**src/rtl/flash_read_arbiter_if.sv**
```systemverilog
// Handshake bundle between the two flash requesters, the arbiter and the flash byte-read controller.
// The slave modport is the arbiter's view; master is the surrounding system's view.
interface flash_read_arbiter_if #(
   parameter int ADDR_W = 11
);
   logic              req0Enable;
   logic [ADDR_W-1:0] req0Addr;
   logic              req0DataReady;
   logic [7:0]        req0Byte;
   logic              req1Enable;
   logic [ADDR_W-1:0] req1Addr;
   logic              req1DataReady;
   logic [7:0]        req1Byte;
   logic              flashEnable;
   logic [ADDR_W-1:0] flashAddr;
   logic              flashDataReady;
   logic [7:0]        flashByte;
   logic              grantId;
   logic              busy;
   logic              timeoutErr;

   modport slave (
      input  req0Enable, req0Addr, req1Enable, req1Addr, flashDataReady, flashByte,
      output req0DataReady, req0Byte, req1DataReady, req1Byte,
      output flashEnable, flashAddr, grantId, busy, timeoutErr
   );

   modport master (
      output req0Enable, req0Addr, req1Enable, req1Addr, flashDataReady, flashByte,
      input  req0DataReady, req0Byte, req1DataReady, req1Byte,
      input  flashEnable, flashAddr, grantId, busy, timeoutErr
   );
endinterface

```
**src/rtl/flash_read_arbiter.sv**
```systemverilog
// Round-robin sharing of one flash byte-read controller between the cpu fetch (0) and the font loader (1),
// one whole flash transaction per grant, with a sticky watchdog against a hung flash.
module flash_read_arbiter #(
   parameter int ADDR_W  = 11,
   parameter int TIMEOUT = 65535
) (
   input logic               clk,
   input logic               reset,
   flash_read_arbiter_if.slave bus
);
   localparam int WDOG_W = $clog2(TIMEOUT + 1);
   localparam logic [WDOG_W-1:0] WDOG_LAST = WDOG_W'(TIMEOUT - 1);

   typedef enum logic [2:0] {
      IDLE,
      ISSUE,
      WAIT_START,
      WAIT_DONE,
      DELIVER,
      RELEASE
   } state_t;

   state_t            state_q, state_d;
   logic              grant_q, grant_d;
   logic              last_grant_q, last_grant_d;
   logic              flash_en_q, flash_en_d;
   logic [ADDR_W-1:0] flash_addr_q, flash_addr_d;
   logic [1:0]        rdy_q, rdy_d;
   logic [1:0][7:0]   byte_q, byte_d;
   logic              busy_q, busy_d;
   logic              timeout_err_q, timeout_err_d;
   logic [WDOG_W-1:0] wdog_q, wdog_d;

   logic [1:0]        req_en;
   logic [ADDR_W-1:0] req_addr [2];
   logic              winner;
   logic              wdog_fire;

   assign req_en      = {bus.req1Enable, bus.req0Enable};
   assign req_addr[0] = bus.req0Addr;
   assign req_addr[1] = bus.req1Addr;

   always_comb begin
      state_d       = state_q;
      grant_d       = grant_q;
      last_grant_d  = last_grant_q;
      flash_en_d    = flash_en_q;
      flash_addr_d  = flash_addr_q;
      rdy_d         = rdy_q;
      byte_d        = byte_q;
      timeout_err_d = timeout_err_q;
      wdog_d        = wdog_q;
      winner        = 1'b0;
      wdog_fire     = 1'b0;

      // A requester reads not-ready as soon as its enable is seen, unless it is the one being served.
      for (int n = 0; n < 2; n++) begin
         if (!req_en[n]) begin
            rdy_d[n] = 1'b1;
         end else if (state_q == DELIVER && grant_q == 1'(n)) begin
            rdy_d[n] = 1'b1;
         end else begin
            rdy_d[n] = 1'b0;
         end
      end

      case (state_q)
         IDLE: begin
            if (|req_en) begin
               winner       = (&req_en) ? ~last_grant_q : req_en[1];
               grant_d      = winner;
               last_grant_d = winner;
               flash_addr_d = req_addr[winner];
               state_d      = ISSUE;
            end
         end
         ISSUE: begin
            flash_en_d = 1'b1;
            wdog_d     = '0;
            state_d    = WAIT_START;
         end
         WAIT_START: begin
            wdog_d    = wdog_q + 1'b1;
            wdog_fire = (wdog_q == WDOG_LAST);
            if (!bus.flashDataReady) begin
               state_d = WAIT_DONE;
            end
         end
         WAIT_DONE: begin
            wdog_d = wdog_q + 1'b1;
            if (bus.flashDataReady) begin
               if (req_en[grant_q]) begin
                  byte_d[grant_q] = bus.flashByte;
                  rdy_d[grant_q]  = 1'b1;
                  state_d         = DELIVER;
               end else begin
                  state_d = RELEASE;
               end
            end else begin
               wdog_fire = (wdog_q == WDOG_LAST);
            end
         end
         DELIVER: begin
            if (!req_en[grant_q]) begin
               state_d = RELEASE;
            end
         end
         RELEASE: begin
            flash_en_d = 1'b0;
            state_d    = IDLE;
         end
         default: state_d = IDLE;
      endcase

      // A hung flash still completes the transaction, with a poison byte and a sticky error.
      if (wdog_fire) begin
         timeout_err_d   = 1'b1;
         byte_d[grant_q] = 8'hFF;
         if (req_en[grant_q]) begin
            rdy_d[grant_q] = 1'b1;
            state_d        = DELIVER;
         end else begin
            state_d = RELEASE;
         end
      end

      busy_d = (state_d != IDLE);
   end

   always_ff @(posedge clk) begin
      if (reset) begin
         state_q       <= IDLE;
         grant_q       <= 1'b0;
         last_grant_q  <= 1'b1;
         flash_en_q    <= 1'b0;
         flash_addr_q  <= '0;
         rdy_q         <= 2'b11;
         byte_q        <= '0;
         busy_q        <= 1'b0;
         timeout_err_q <= 1'b0;
         wdog_q        <= '0;
      end else begin
         state_q       <= state_d;
         grant_q       <= grant_d;
         last_grant_q  <= last_grant_d;
         flash_en_q    <= flash_en_d;
         flash_addr_q  <= flash_addr_d;
         rdy_q         <= rdy_d;
         byte_q        <= byte_d;
         busy_q        <= busy_d;
         timeout_err_q <= timeout_err_d;
         wdog_q        <= wdog_d;
      end
   end

   assign bus.flashEnable   = flash_en_q;
   assign bus.flashAddr     = flash_addr_q;
   assign bus.req0DataReady = rdy_q[0];
   assign bus.req1DataReady = rdy_q[1];
   assign bus.req0Byte      = byte_q[0];
   assign bus.req1Byte      = byte_q[1];
   assign bus.grantId       = grant_q;
   assign bus.busy          = busy_q;
   assign bus.timeoutErr    = timeout_err_q;
endmodule

```
**src/flat_wrapper.sv**
```systemverilog
// flat-port wrapper written by rule: the top's interface ports become plain ports
module flash_read_arbiter_flat 
#(
   parameter int ADDR_W  = 11,
   parameter int TIMEOUT = 65535
)
  (clk, reset, bus_req0Enable, bus_req0Addr, bus_req1Enable, bus_req1Addr, bus_flashDataReady, bus_flashByte, bus_req0DataReady, bus_req0Byte, bus_req1DataReady, bus_req1Byte, bus_flashEnable, bus_flashAddr, bus_grantId, bus_busy, bus_timeoutErr);
  flash_read_arbiter_if #(.ADDR_W(ADDR_W)) bus_i ();
  input logic clk;
  input logic reset;
  input wire logic [$bits(bus_i.req0Enable)-1:0] bus_req0Enable;
  input wire logic [$bits(bus_i.req0Addr)-1:0] bus_req0Addr;
  input wire logic [$bits(bus_i.req1Enable)-1:0] bus_req1Enable;
  input wire logic [$bits(bus_i.req1Addr)-1:0] bus_req1Addr;
  input wire logic [$bits(bus_i.flashDataReady)-1:0] bus_flashDataReady;
  input wire logic [$bits(bus_i.flashByte)-1:0] bus_flashByte;
  output wire logic [$bits(bus_i.req0DataReady)-1:0] bus_req0DataReady;
  output wire logic [$bits(bus_i.req0Byte)-1:0] bus_req0Byte;
  output wire logic [$bits(bus_i.req1DataReady)-1:0] bus_req1DataReady;
  output wire logic [$bits(bus_i.req1Byte)-1:0] bus_req1Byte;
  output wire logic [$bits(bus_i.flashEnable)-1:0] bus_flashEnable;
  output wire logic [$bits(bus_i.flashAddr)-1:0] bus_flashAddr;
  output wire logic [$bits(bus_i.grantId)-1:0] bus_grantId;
  output wire logic [$bits(bus_i.busy)-1:0] bus_busy;
  output wire logic [$bits(bus_i.timeoutErr)-1:0] bus_timeoutErr;
  assign bus_i.req0Enable = bus_req0Enable;
  assign bus_i.req0Addr = bus_req0Addr;
  assign bus_i.req1Enable = bus_req1Enable;
  assign bus_i.req1Addr = bus_req1Addr;
  assign bus_i.flashDataReady = bus_flashDataReady;
  assign bus_i.flashByte = bus_flashByte;
  assign bus_req0DataReady = bus_i.req0DataReady;
  assign bus_req0Byte = bus_i.req0Byte;
  assign bus_req1DataReady = bus_i.req1DataReady;
  assign bus_req1Byte = bus_i.req1Byte;
  assign bus_flashEnable = bus_i.flashEnable;
  assign bus_flashAddr = bus_i.flashAddr;
  assign bus_grantId = bus_i.grantId;
  assign bus_busy = bus_i.busy;
  assign bus_timeoutErr = bus_i.timeoutErr;
  flash_read_arbiter #(.ADDR_W(ADDR_W), .TIMEOUT(TIMEOUT)) u_core (.clk(clk), .reset(reset), .bus(bus_i));
endmodule
```
**config.mk**
```make
export PLATFORM = sky130hd
export DESIGN_NAME = flash_read_arbiter_flat
export DESIGN_NICKNAME = d
export VERILOG_FILES = /design/src/rtl/flash_read_arbiter_if.sv /design/src/rtl/flash_read_arbiter.sv /design/src/flat_wrapper.sv
export SDC_FILE = /design/constraint.sdc
export NUM_CORES = 1
export LEC_CHECK = 0
export BUFFER_PORTS_ARGS = -buffer_cell sky130_fd_sc_hd__clkbuf_2
export CAP_MARGIN = 5
export CORE_ASPECT_RATIO = 1.4
export CORE_MARGIN = 3
export CORE_UTILIZATION = 45
export DETAILED_ROUTE_END_ITERATION = 12
export PLACE_DENSITY = 0.82
export SYNTH_ARGS = -nofsm -noshare
export SYNTH_HDL_FRONTEND = slang
export SYNTH_SLANG_ARGS = --single-unit
```
**constraint.sdc**
```tcl
create_clock -name clk -period 4.9 [get_ports clk]
set_clock_uncertainty 0.1 [all_clocks]
set_input_delay 0.49 -clock clk [delete_from_list [all_inputs] [get_ports clk]]
set_output_delay 0.49 -clock clk [all_outputs]
set_load 0.01 [all_outputs]
```
Word level (Yosys, flattened, before mapping):

Cells that the tools add are included.

* flip-flop bits (word level): 53
* bits of input ports: 35

* reductions and logical operators: 11
* equal/unequal tests: 6
* add/subtract/negate cells: 1
* magnitude comparators: 3
* muxes and demuxes: 35
* bitwise logic cells: 6

Operators with widths (count)
* $mux W16: 4
* $mux W11: 3
* $pmux W16 S2: 1
* $add A16 B1 Y16 const B: 1
* $bwmux W16: 1
* $eq A16 B16 Y1 const B: 1
* $or A16 B16 Y16: 1
* $mux W3: 5
* $pmux W3 S5: 1
* $mux W1: 10
* $mux W2: 5
* $demux W8 S1: 1
* $mux W8: 1
* $eq A3 B2 Y1 const B: 2
* $eq A3 B3 Y1 const B: 2
* $or A2 B2 Y2: 2
* $pmux W1 S2: 2
* $reduce_and A2 Y1: 2
* $reduce_bool A2 Y1: 2
* $reduce_or A2 Y1: 2
* $eq A3 B1 Y1 const B: 1
* $logic_and A1 B1 Y1: 3
* $logic_not A3 Y1: 1
* $reduce_bool A3 Y1: 1
* other kinds (6): 7

Logic depth before layout (Yosys ltp):

Gate-level depths: netlist of run 1.

* depth in word-level cells: 11
* depth in mapped cells: 7
* mapped depth without buffers: 6

Worst setup path before layout of run 1:

Ideal clock, no wire load.

* path type: reg2reg
* start point: register u_core.state_q[2]
* end point: register u_core.byte_q (netlist bit u_core.bus.req0Byte[7])
* data arrival time: 1486 ps
* cell stages (with the launch flop): 7
* library setup time: 132 ps
* required time: 4668 ps
* slack: 3182 ps
* path buffers: 2
* path through: dfxtp_1 buf_6 nand2b_4 buf_6 nor4_4 mux2i_1 a21oi_1

* word-level cells in the longest chain between the ends: 4
* elaborated cells on any way between the ends: 6
* those cells by class: eq/ne (2); mux (3); bitwise (1)

Ends and longest elaborated chain
* start: declaration: RTL line flash_read_arbiter.sv:23 `state_t state_q, state_d;`
* start signal: assignment: RTL line flash_read_arbiter.sv:143 `state_q <= state_d;`
* $eq A3 B2 Y1: RTL line flash_read_arbiter.sv:67 `case (state_q)`
* $mux W16: RTL line flash_read_arbiter.sv:67
* $or A16 B16 Y16 (no source line)
* $mux W16 *: RTL line flash_read_arbiter.sv:116 `if (wdog_fire) begin`
* end signal: assignment: RTL line flash_read_arbiter.sv:149 `byte_q <= byte_d;`
* end: declaration: RTL line flash_read_arbiter.sv:29 `logic [1:0][7:0] byte_q, byte_d;`

Mark *: on every way between the ends. The rest lies on a longest branch, timed or not.
A chain may end at the register's enable or synchronous reset.

Final worst setup path of run 1:

* start point: register u_core.state_q[2]
* end point: register u_core.flash_addr_q[6], in the netlist u_core.bus.flashAddr[6]

* word-level cells in the longest chain between the ends: 2

Ends and longest elaborated chain
* $logic_not A3 Y1: RTL line flash_read_arbiter.sv:67
* $reduce_and A2 Y1 (no source line)
* end signal: assignment: RTL line flash_read_arbiter.sv:147 `flash_addr_q <= flash_addr_d;`
* end: declaration: RTL line flash_read_arbiter.sv:27 `logic [ADDR_W-1:0] flash_addr_q, flash_addr_d;`

Every way passes these cells.

==> results_dict.tcl, run 1 <==
set metrics [dict create \
    drive_gt1_frac 0.259 \
    via_count 2177 \
    synth.top_cell.area_share 0.435 \
    synthesis.instances 267 \
    timing.critical_path.slowest_stage_cell "o21a_1" \
    synth_fa_ha_area_frac 0.0103 \
    setup_viol_count_final 0 \
    critical-path-top-delay-family "compound AO/OA/AOI/OAI gates" \
    layout_min_cycle_time_ns 2.07 \
    asyncSetResetFlopFracSynth 0 \
    gp_congestion 0.860 \
    row_count 31 \
    final_hold_viol_count 0 \
    crit_path_end "u_core.bus.flashAddr[6]$_SDFFE_PP0P_" \
    slew_violations 0 \
    source_to_sink_clock_delay_at_the_later_pin_of_the_worst_skew_pair_ns 0.31 \
    outcome "finished, final reports clean" \
    worst_hold_path_type "reg2reg" \
    drv_cap 0 \
    irDropWorstVdd_mv 0.160 \
    synth-seq-area-share 0.435 \
    yosys_register_bits 53 \
    cts_resized 0 \
    synth_compound_gate_area_share 0.209 \
    postRouteAntennaNets 0 \
    clock_tree.buffer_depth 2 \
    postCtsHoldBufs 0 \
    vias_in_the_first_global_route 2052 \
    worst_pin_slew_ns 0.989 \
    timing.critical_path.from "u_core.state_q[2]$_SDFF_PP0_" \
    rsz0062_at_grt "false" \
    cts_tree "built" \
    clock_tree.root_cell "clkbuf_8" \
    n_antenna_cell 0 \
    yosys.cell_types.count 46 \
    synth.yosys.warnings 0 \
    synth_largest_area_cell "dfxtp_1" \
    power.density_nw_per_um2 307 \
    routed_wire_length_microns 5290 \
    tritoncts.num_buffers 5 \
    simple_gate_area_share_of_the_yosys_netlist 0.180 \
    critical_path.max_stage_delay_ns 0.66 \
    power_mw 0.879 \
    synth.cell_area_sq_um 2440 \
    fmax_ghz 0.483 \
    routed_wire_length_per_instance_microns 13.6 \
    path_cells "nor3_1 -> o21a_1 -> nor2_1 -> a211oi_1" \
    worst-r2r-setup-slack_ns 2.83 \
    synth_top_family_by_area "compound AO/OA/AOI/OAI gates" \
    worst-path-buf-inv 0 \
    flow.area_growth_from_synthesis_pct 17.3 \
    design.portCount 68 \
    drt_first_iter_violations 123 \
    grt_start_max_net_pins 52 \
    antenna_found_initial 0 \
    leakage_nw 1.16 \
    drc 0 \
    grt_pass1_wl_microns 8750 \
    critPathCaptureType "register" \
    count_of_port_buffers_added_during_placement 67 \
    first_pass_iters 4 \
    grt_overflow_total 0 \
    average_cell_area_after_synthesis_sq_um 9.14 \
    worst_ep_required_time_ns 5.01 \
    synth_enable_flop_cells 0 \
    rr_worst_depth 4 \
    htreeDepth 2 \
    routed_via_density 5.58 \
    regToRegEndpoint "u_core.bus.flashAddr[6]$_SDFFE_PP0P_" \
    starting_density_of_the_core 0.469 \
    setup_tns_ns 0 \
    sink_count_of_the_clock_tree 53 \
    top_flip_flop_cell_by_instance_count_after_synthesis "dfxtp_1" \
    synth.mux.area_fraction 0.115 \
    num-nets-final 360 \
    setup.worst_path.start_class "register" \
    yosys.area_share.xor_xnor 0.00718 \
    die_area_sq_um 6350 \
    core_sq_um 5200 \
    critPathArrivalTime_ns 2.18 \
    post-cts-setup-buffers 0 \
    die_height_microns 93.1 \
    clk_pin_slew_ns 0.10 \
    worst_r2r_startpoint "u_core.state_q[2]$_SDFF_PP0_" \
    dp_hpwl_microns 3840 \
    slew-limit-headroom 0.340 \
    crit_path_max_fanout 22 \
    synth_net_count 304 \
    critical_path_cell_count 4 \
    dieWidth_microns 68.2 \
    final_min_period_over_clock_period 0.422 \
    ranking_of_synthesized_cells_by_area "dfxtp_1, mux2i_1, a21oi_1" \
    grtUsageTotal 0.174 \
    timing.setup.critical_path_class "reg2reg" \
]
-- per-stage QoR --
step,hold slack (ns),std cells,utilization,cell area (sq um),setup WS (ns)
after floorplan,0.325,267,-,2440,3.18
after global placement,0.339,382,0.533,2770,2.62
after detailed placement,0.345,382,0.533,2770,2.61
after CTS,0.360,390,0.551,2860,2.83
after global routing,0.372,390,0.551,2860,2.60
final,0.356,390,0.551,2860,2.83
-- Yosys cell counts (all sizes together), types with 2 or more instances --
master	instances
mux2i	28
xor2	2
a41oi	2
a31oi	7
a21oi	28
nand4	5
nor2	30
and3	7
a211oi	12
inv	4
a21boi	2
nand2	11
nand3	7
dfxtp	53
clkbuf	11
ha	2
o21ai	15
nor2b	2
and2	2
nor3	3
buf	8
and4	3
a311oi	5
-- routing by layer --
metal	up-vias	routed length, microns	track usage
met2	63	2650	0.294
met5	-	0	0
li1	1088	-	-
met3	5	322	0.0469
met4	0	59	0.0647
met1	1021	2260	0.205
-- placed cells by master (no fill, tap or decap), drive strengths merged, types with 2 or more instances in the layout --
cell type  count
and3           7
ha             2
nor3           3
nand2         11
a31oi          7
dfxtp         53
clkbuf        72
a41oi          2
mux2i         28
nor2b          2
and4           3
xor2           2
a311oi         5
a21oi         28
a211oi        12
a21boi         2
and2           2
nand3          7
o21ai         15
nand4          5
nor2          30
inv            5
-- area by class of cell --
class,count,area (sq um)
clock buffers,5,68.8
fillers,485,2330
repair buffers,68,343
well taps,66,82.6
multi-input cells,191,1270
inverters,4,15.0
flip-flops and latches,53,1060
clock inverters,3,21.3
-- flip-flops by register name (all words and copies together) (netlist names) --
signal                  cells
u_core.bus.timeoutErr       1
u_core.state_q              3
u_core.bus.req0Byte         8
u_core.last_grant_q         1
u_core.bus.flashAddr       11
u_core.bus.flashEnable      1
u_core.bus.busy             1
u_core.wdog_q              16
u_core.rdy_q                2
u_core.bus.grantId          1
u_core.bus.req1Byte         8
-- worst reg2reg max path, delay by kind of cell, from the launching register on --
family / cells / cell delay, ns
AND/OR/NAND/NOR: 2 / 0.54
AO/OA/AOI/OAI: 2 / 0.91
flip-flops: 1 / 0.42
-- worst min-delay path by stage --
stage                                       startpoint                                 end  slack [ns]  cells after the start
floorplan               u_core.wdog_q[14]$_SDFFE_PP0P_      u_core.wdog_q[14]$_SDFFE_PP0P_        0.33                      1
global placement    u_core.bus.timeoutErr$_SDFFE_PP0N_  u_core.bus.timeoutErr$_SDFFE_PP0N_        0.34                      2
detailed placement  u_core.bus.timeoutErr$_SDFFE_PP0N_  u_core.bus.timeoutErr$_SDFFE_PP0N_        0.35                      2
CTS                 u_core.bus.timeoutErr$_SDFFE_PP0N_  u_core.bus.timeoutErr$_SDFFE_PP0N_        0.36                      2
global route        u_core.bus.timeoutErr$_SDFFE_PP0N_  u_core.bus.timeoutErr$_SDFFE_PP0N_        0.37                      2
finish              u_core.bus.timeoutErr$_SDFFE_PP0N_  u_core.bus.timeoutErr$_SDFFE_PP0N_        0.36                      2
-- power breakdown --
part	internal [mW]	total [mW]	switching, mW
Clock	0.102	0.247	0.145
Combinational	0.0644	0.157	0.0927
Sequential	0.455	0.475	0.0196
-- cells by family after synthesis --
| logic type | after synthesis |
|---|---|
| compound gates | 81 |
| fa+ha+maj | 2 |
| flops | 53 |
| simple gates | 78 |
| buf+inv | 23 |
| mux | 28 |
| xor+xnor | 2 |
(Power assumes the default switching activity.)
==> inputs of run 2 (changes only) <==
- ABC_AREA: unset -> 1
- PLACE_DENSITY: 0.82 -> 0.85
- clock period: 4.9 -> 1.7 ns (I/O delays scaled with it)
==> results_dict.tcl, run 2 <==
set metrics [dict create \
    grt_overflow_total 0 \
    leakage_nw 1.45 \
    top_flip_flop_cell_by_instance_count_after_synthesis "dfxtp_1" \
    synth_net_count 389 \
    synth_compound_gate_area_share 0.187 \
    layout.area.seq_sq_um 1060 \
    yosys_register_bits 53 \
    final.setup.worst_slack_ns 0.0923 \
    ranking_of_synthesized_cells_by_area "dfxtp_1, nand2_1, a21oi_1" \
    synth_enable_flop_cells 0 \
    drc 0 \
    final_hold_viol_count 0 \
    critPathArrivalTime_ns 1.72 \
    crit_path_end "u_core.wdog_q[12]$_SDFFE_PP0P_" \
    dp_hpwl_microns 4670 \
    slew-limit-headroom 0.713 \
    rr_worst_depth 7 \
    irDropWorstVdd_mv 0.722 \
    setup_tns_ns 0 \
    switchingPower_mw 0.955 \
    gp_congestion 0.913 \
    path_cells "ha_1 -> nand3_2 -> nor3_4 -> buf_4 -> nand2_1 -> o21ai_0 -> a21oi_1" \
    finish.instance_area_sq_um 3160 \
    num-nets-final 472 \
    sink_count_of_the_clock_tree 53 \
    grtUsageTotal 0.205 \
    power_frac_comb 0.235 \
    rsz0062_at_grt "false" \
    grt_start_max_net_pins 20 \
    worst-r2r-setup-slack_ns 0.09 \
    crit_path_max_fanout 5 \
    largest_reg_flops 16 \
    synth_top_family_by_area "simple AND/OR/NAND/NOR gates" \
    synth.yosys.warnings 0 \
    yosys.cell_types.count 33 \
    critical_path.max_stage_delay_ns 0.38 \
    worst_hold_path_type "in2reg" \
    synthesis.instances 352 \
    layout.cells.most_common_list "nand2_1, clkbuf_2, dfxtp_1" \
    routed_wire_length_microns 6570 \
    routed_via_density 5.31 \
    multi_input_comb_area_sq_um 1260 \
    yosysMostFrequentCell "nand2_1" \
    power.density_nw_per_um2 903 \
    clk_pin_slew_ns 0.10 \
    flow.area_growth_from_synthesis_pct 26.0 \
    htreeDepth 2 \
    timing.critical_path.from "u_core.wdog_q[1]$_SDFFE_PP0P_" \
    worst_pin_slew_ns 0.430 \
    share_seq_of_total_power 0.495 \
    drive_gt1_frac 0.250 \
    synth-seq-area-share 0.424 \
    count_of_port_buffers_added_during_placement 67 \
    netlist_top_cells_count "nand2_1, dfxtp_1, a21oi_1, inv_1, o21ai_0" \
    die_area_sq_um 6510 \
    switching_share 0.335 \
    layout.cells.most_common "nand2_1" \
    clock_tree.root_cell "clkbuf_8" \
    outcome "finished, final reports clean" \
    fmax_ghz 0.622 \
    yosys.area_share.xor_xnor 0 \
    postRouteAntennaNets 0 \
    top_register "u_core.wdog_q" \
    clock_power_share 0.270 \
    internal-power_mw 1.90 \
    die_height_microns 94.3 \
    synth_fa_ha_area_frac 0.00999 \
    placement.cell_area_sq_um 2930 \
    cts_tree "built" \
    utilization 0.598 \
    grt_pass1_wl_microns 10900 \
    worst_ep_required_time_ns 1.81 \
    via_count 2666 \
    setup.worst_path.start_class "register" \
    worst_r2r_startpoint "u_core.wdog_q[1]$_SDFFE_PP0P_" \
    source_to_sink_clock_delay_at_the_later_pin_of_the_worst_skew_pair_ns 0.31 \
    average_cell_area_after_synthesis_sq_um 7.12 \
    row_count 31 \
    drv_cap 0 \
    timing.setup.critical_path_class "reg2reg" \
    vias_in_the_first_global_route 2558 \
    regToRegEndpoint "u_core.wdog_q[12]$_SDFFE_PP0P_" \
    clock_tree.buffer_depth 2 \
    setup_viol_count_final 0 \
    synth_largest_area_cell "dfxtp_1" \
    n_fill_cell 478 \
    antenna_found_initial 0 \
    timing.hold.worst.start "bus_flashByte[6]" \
    tritoncts.num_buffers 5 \
    timing.critical_path.slowest_stage_cell "dfxtp_2" \
    slew_violations 0 \
    routed_wire_length_per_instance_microns 13.1 \
    place_ws_ns 0.0953 \
    design.portCount 68 \
    core_sq_um 5280 \
    hold_ws_ns 0.00654 \
    synth.cell_area_sq_um 2500 \
    simple_gate_area_share_of_the_yosys_netlist 0.303 \
    starting_density_of_the_core 0.475 \
    asyncSetResetFlopFracSynth 0 \
    dieWidth_microns 69.1 \
    synth.mux.area_fraction 0 \
    critPathCaptureType "register" \
    final_min_period_over_clock_period 0.946 \
    first_pass_iters 4 \
    synth.top_cell.area_share 0.424 \
    layout_min_cycle_time_ns 1.61 \
    drt_first_iter_violations 119 \
    n_antenna_cell 0 \
]
run 2: changes by cell type after synthesis, moves of 7 or more:
cell	change
nand2_1	+88
mux2i_1	-28
inv_1	+27
a211oi_1	-12
nand3_1	+12
o21ai_0	+11
a21oi_1	+9
a31oi_1	+7
and3_1	-7
run 2: worst min-delay path by stage:
| stage | endpoint | slack, ns | cells past startpoint |
|---|---|---|---|
| after global placement | u_core.bus.flashAddr[0]$_SDFFE_PP0P_ | 0.31 | 3 |
| after global routing | u_core.bus.req0Byte[6]$_SDFF_PP0_ | 0.03 | 3 |
| final | u_core.bus.req0Byte[6]$_SDFF_PP0_ | 0.007 | 3 |
| after CTS | u_core.bus.req0Byte[6]$_SDFF_PP0_ | 0.004 | 3 |
| after floorplan | u_core.rdy_q[0]$_SDFF_PP1_ | 0.15 | 1 |
| after detailed placement | u_core.bus.flashAddr[2]$_SDFFE_PP0P_ | 0.31 | 3 |
run 2: metal layers:
layer	share of wire	GRT usage
met1	0.39	0.219
met2	0.51	0.359
met3	0.060	0.0546
met4	0.038	0.121
met5	0	0
run 2: power groups by stage:
stage	sequential (mW)	combinational (mW)	clock, mW
floorplan	1.46	0.375	0
global placement	1.43	0.621	0
detailed placement	1.43	0.634	0
CTS	1.41	0.656	0.779
global route	1.42	0.752	0.818
finish	1.41	0.669	0.770
run 2: cell families after synthesis:
kind of cell,count (synthesis)
adders and majority gates,2
buffers and inverters,47
and+or+nand+nor,165
DFF,53
AOI/OAI and AO/OA,85
run 2: stage by stage:
stage,cells,power [mW]
after floorplan,352,1.84
after global placement,481,2.05
after detailed placement,481,2.07
after CTS,500,2.84
after global routing,502,2.99
final,502,2.85
run 2: critical path: cells and delay by family (launching register included):
kind	cells	cell delay, ns
adder cells (fa/ha/maj)	1	0.21
buffers and inverters	1	0.15
AND/OR/NAND/NOR	3	0.45
flip-flops	1	0.38
AO/OA/AOI/OAI	2	0.22
run 2: layout make-up:
cell class                 count  share of cell area
multi-input combinational    252               0.399
inverter                      36              0.0444
clock buffer                   5              0.0218
tap                           66              0.0262
clock inverter                 3             0.00912
sequential                    53               0.337
timing repair buffer          87               0.163
run 2: timing repair:
action | CTS | global route
hold buffers | 11 | 0
hold endpoints to repair | 11 | 0
resized for setup | 0 | 4
buffers inserted | 0 | 2
setup endpoints to repair | 0 | 6
==> inputs of run 3 (changes only) <==
- CTS_BUF_LIST: unset -> sky130_fd_sc_hd__clkbuf_4
- PLACE_DENSITY: 0.85 -> 0.82
- clock period: 1.7 -> 1.8 ns (I/O delays scaled with it)
==> results_dict.tcl, run 3 (synthesis results as in run 2) <==
set metrics [dict create \
    outcome "finished, final reports clean" \
    drt_first_iter_violations 168 \
    antenna_found_initial 0 \
    power_mw 2.84 \
    vias_in_the_first_global_route 2679 \
    cts_resized 0 \
    count_of_port_buffers_added_during_placement 67 \
    dieWidth_microns 69.1 \
    tritoncts.num_buffers 5 \
    die_area_sq_um 6510 \
    critPathArrivalTime_ns 1.82 \
    worst_ep_required_time_ns 2.02 \
    via_count 2805 \
    sink_count_of_the_clock_tree 53 \
    final_min_period_over_clock_period 0.893 \
    postRouteAntennaNets 0 \
    top_register "u_core.wdog_q" \
    critical_path.max_stage_delay_ns 0.51 \
    grt_pass1_wl_microns 12000 \
    fmax_ghz 0.622 \
    setup.worst_path.start_class "register" \
    starting_density_of_the_core 0.475 \
    grt_overflow_total 0 \
    design.portCount 68 \
    worst_hold_path_type "in2reg" \
    dp_hpwl_microns 4720 \
    clk_pin_slew_ns 0.17 \
    largest_reg_flops 16 \
    gp_congestion 0.879 \
    layout_min_cycle_time_ns 1.61 \
    utilization 0.631 \
    setup_tns_ns 0 \
    routed_wire_length_per_instance_microns 14.0 \
    drv_cap 0 \
    n_antenna_cell 0 \
    drive_gt1_frac 0.228 \
    grt_start_max_net_pins 26 \
    routed_via_density 5.42 \
    clock_tree.buffer_depth 2 \
    die_height_microns 94.3 \
    layout.cells.most_common_list "nand2_1, clkbuf_2, dfxtp_1" \
    leakage_nw 1.51 \
    row_count 31 \
    worst_pin_slew_ns 0.423 \
    source_to_sink_clock_delay_at_the_later_pin_of_the_worst_skew_pair_ns 0.38 \
    crit_path_max_fanout 17 \
    slew-limit-headroom 0.718 \
    num-nets-final 488 \
    core_sq_um 5280 \
    slew_violations 0 \
    first_pass_iters 6 \
    drc 0 \
    irDropWorstVdd_mv 0.674 \
    setup_viol_count_final 0 \
    critPathCaptureType "register" \
    grtUsageTotal 0.225 \
    htreeDepth 2 \
    layout.cells.most_common "nand2_1" \
    rsz0062_at_grt "false" \
    timing.setup.critical_path_class "reg2reg" \
    flow.area_growth_from_synthesis_pct 32.8 \
    routed_wire_length_microns 7230 \
    clock_tree.root_cell "clkbuf_4" \
    timing.critical_path.slowest_stage_cell "dfxtp_1" \
    final_hold_viol_count 0 \
    cts_tree "built" \
    path_cells "nand3_1 -> nand2_2 -> inv_2 -> o22ai_1 -> inv_1 -> a21oi_1" \
    power.density_nw_per_um2 852 \
]
==> run 3: worst max-delay path, delay by kind of cell, from the launching register on <==
family / cells / cell delay (ns)
AND/OR/NAND/NOR: 2 / 0.50
buffers and inverters: 2 / 0.14
flip-flops: 1 / 0.51
AO/OA/AOI/OAI: 2 / 0.30
==> run 3: report_power, final <==
group          internal [mW]  switching, mW
clock network          0.437          0.398
logic                  0.255          0.411
registers               1.27         0.0660
total                   1.96          0.875
==> run 3: what timing repair did <==
| item | 4_1_cts | 5_1_grt |
|---|---|---|
| hold buffers | 31 | 0 |
| setup buffers | 0 | 0 |
| hold endpoints to repair | 27 | 0 |
==> run 3: final timing paths <==
path                            depth (start not counted)                                to  slack (ns)                        startpoint
worst max register to register                          6    u_core.wdog_q[13]$_SDFFE_PP0P_        0.19      u_core.state_q[1]$_SDFF_PP0_
worst max-delay path                                    6    u_core.wdog_q[13]$_SDFFE_PP0P_        0.19      u_core.state_q[1]$_SDFF_PP0_
worst min-delay path                                    2     u_core.wdog_q[9]$_SDFFE_PP0P_        0.03                             reset
worst min register to register                          2  u_core.last_grant_q$_SDFFE_PP1P_        0.38  u_core.last_grant_q$_SDFFE_PP1P_
==> run 3: layout make-up <==
type,count,area (sq um)
Clock buffer,5,37.5
Multi-Input combinational cell,252,1250
Tap cell,66,82.6
Timing Repair Buffer,103,683
Fill cell,465,1950
Clock inverter,3,68.8
Sequential cell,53,1060
Inverter,36,140
==> run 3: layer usage <==
| layer | part of all wire | vias up | global-route usage |
|---|---|---|---|
| met4 | 0.034 | 0 | 0.112 |
| li1 | - | 1356 | - |
| met1 | 0.38 | 1305 | 0.247 |
| met3 | 0.057 | 26 | 0.0428 |
| met5 | 0 | - | 0 |
| met2 | 0.53 | 118 | 0.408 |
==> run 3: stage by stage <==
step / setup WS [ns] / instances / cell area [sq um] / hold WS (ns)
after floorplan: 0.403 / 352 / 2500 / 0.164
after global placement: 0.277 / 479 / 2910 / 0.298
after detailed placement: 0.236 / 479 / 2910 / 0.300
after CTS: 0.206 / 518 / 3330 / 0.0177
after global routing: 0.0158 / 518 / 3330 / 0.0271
final: 0.193 / 518 / 3330 / 0.0317
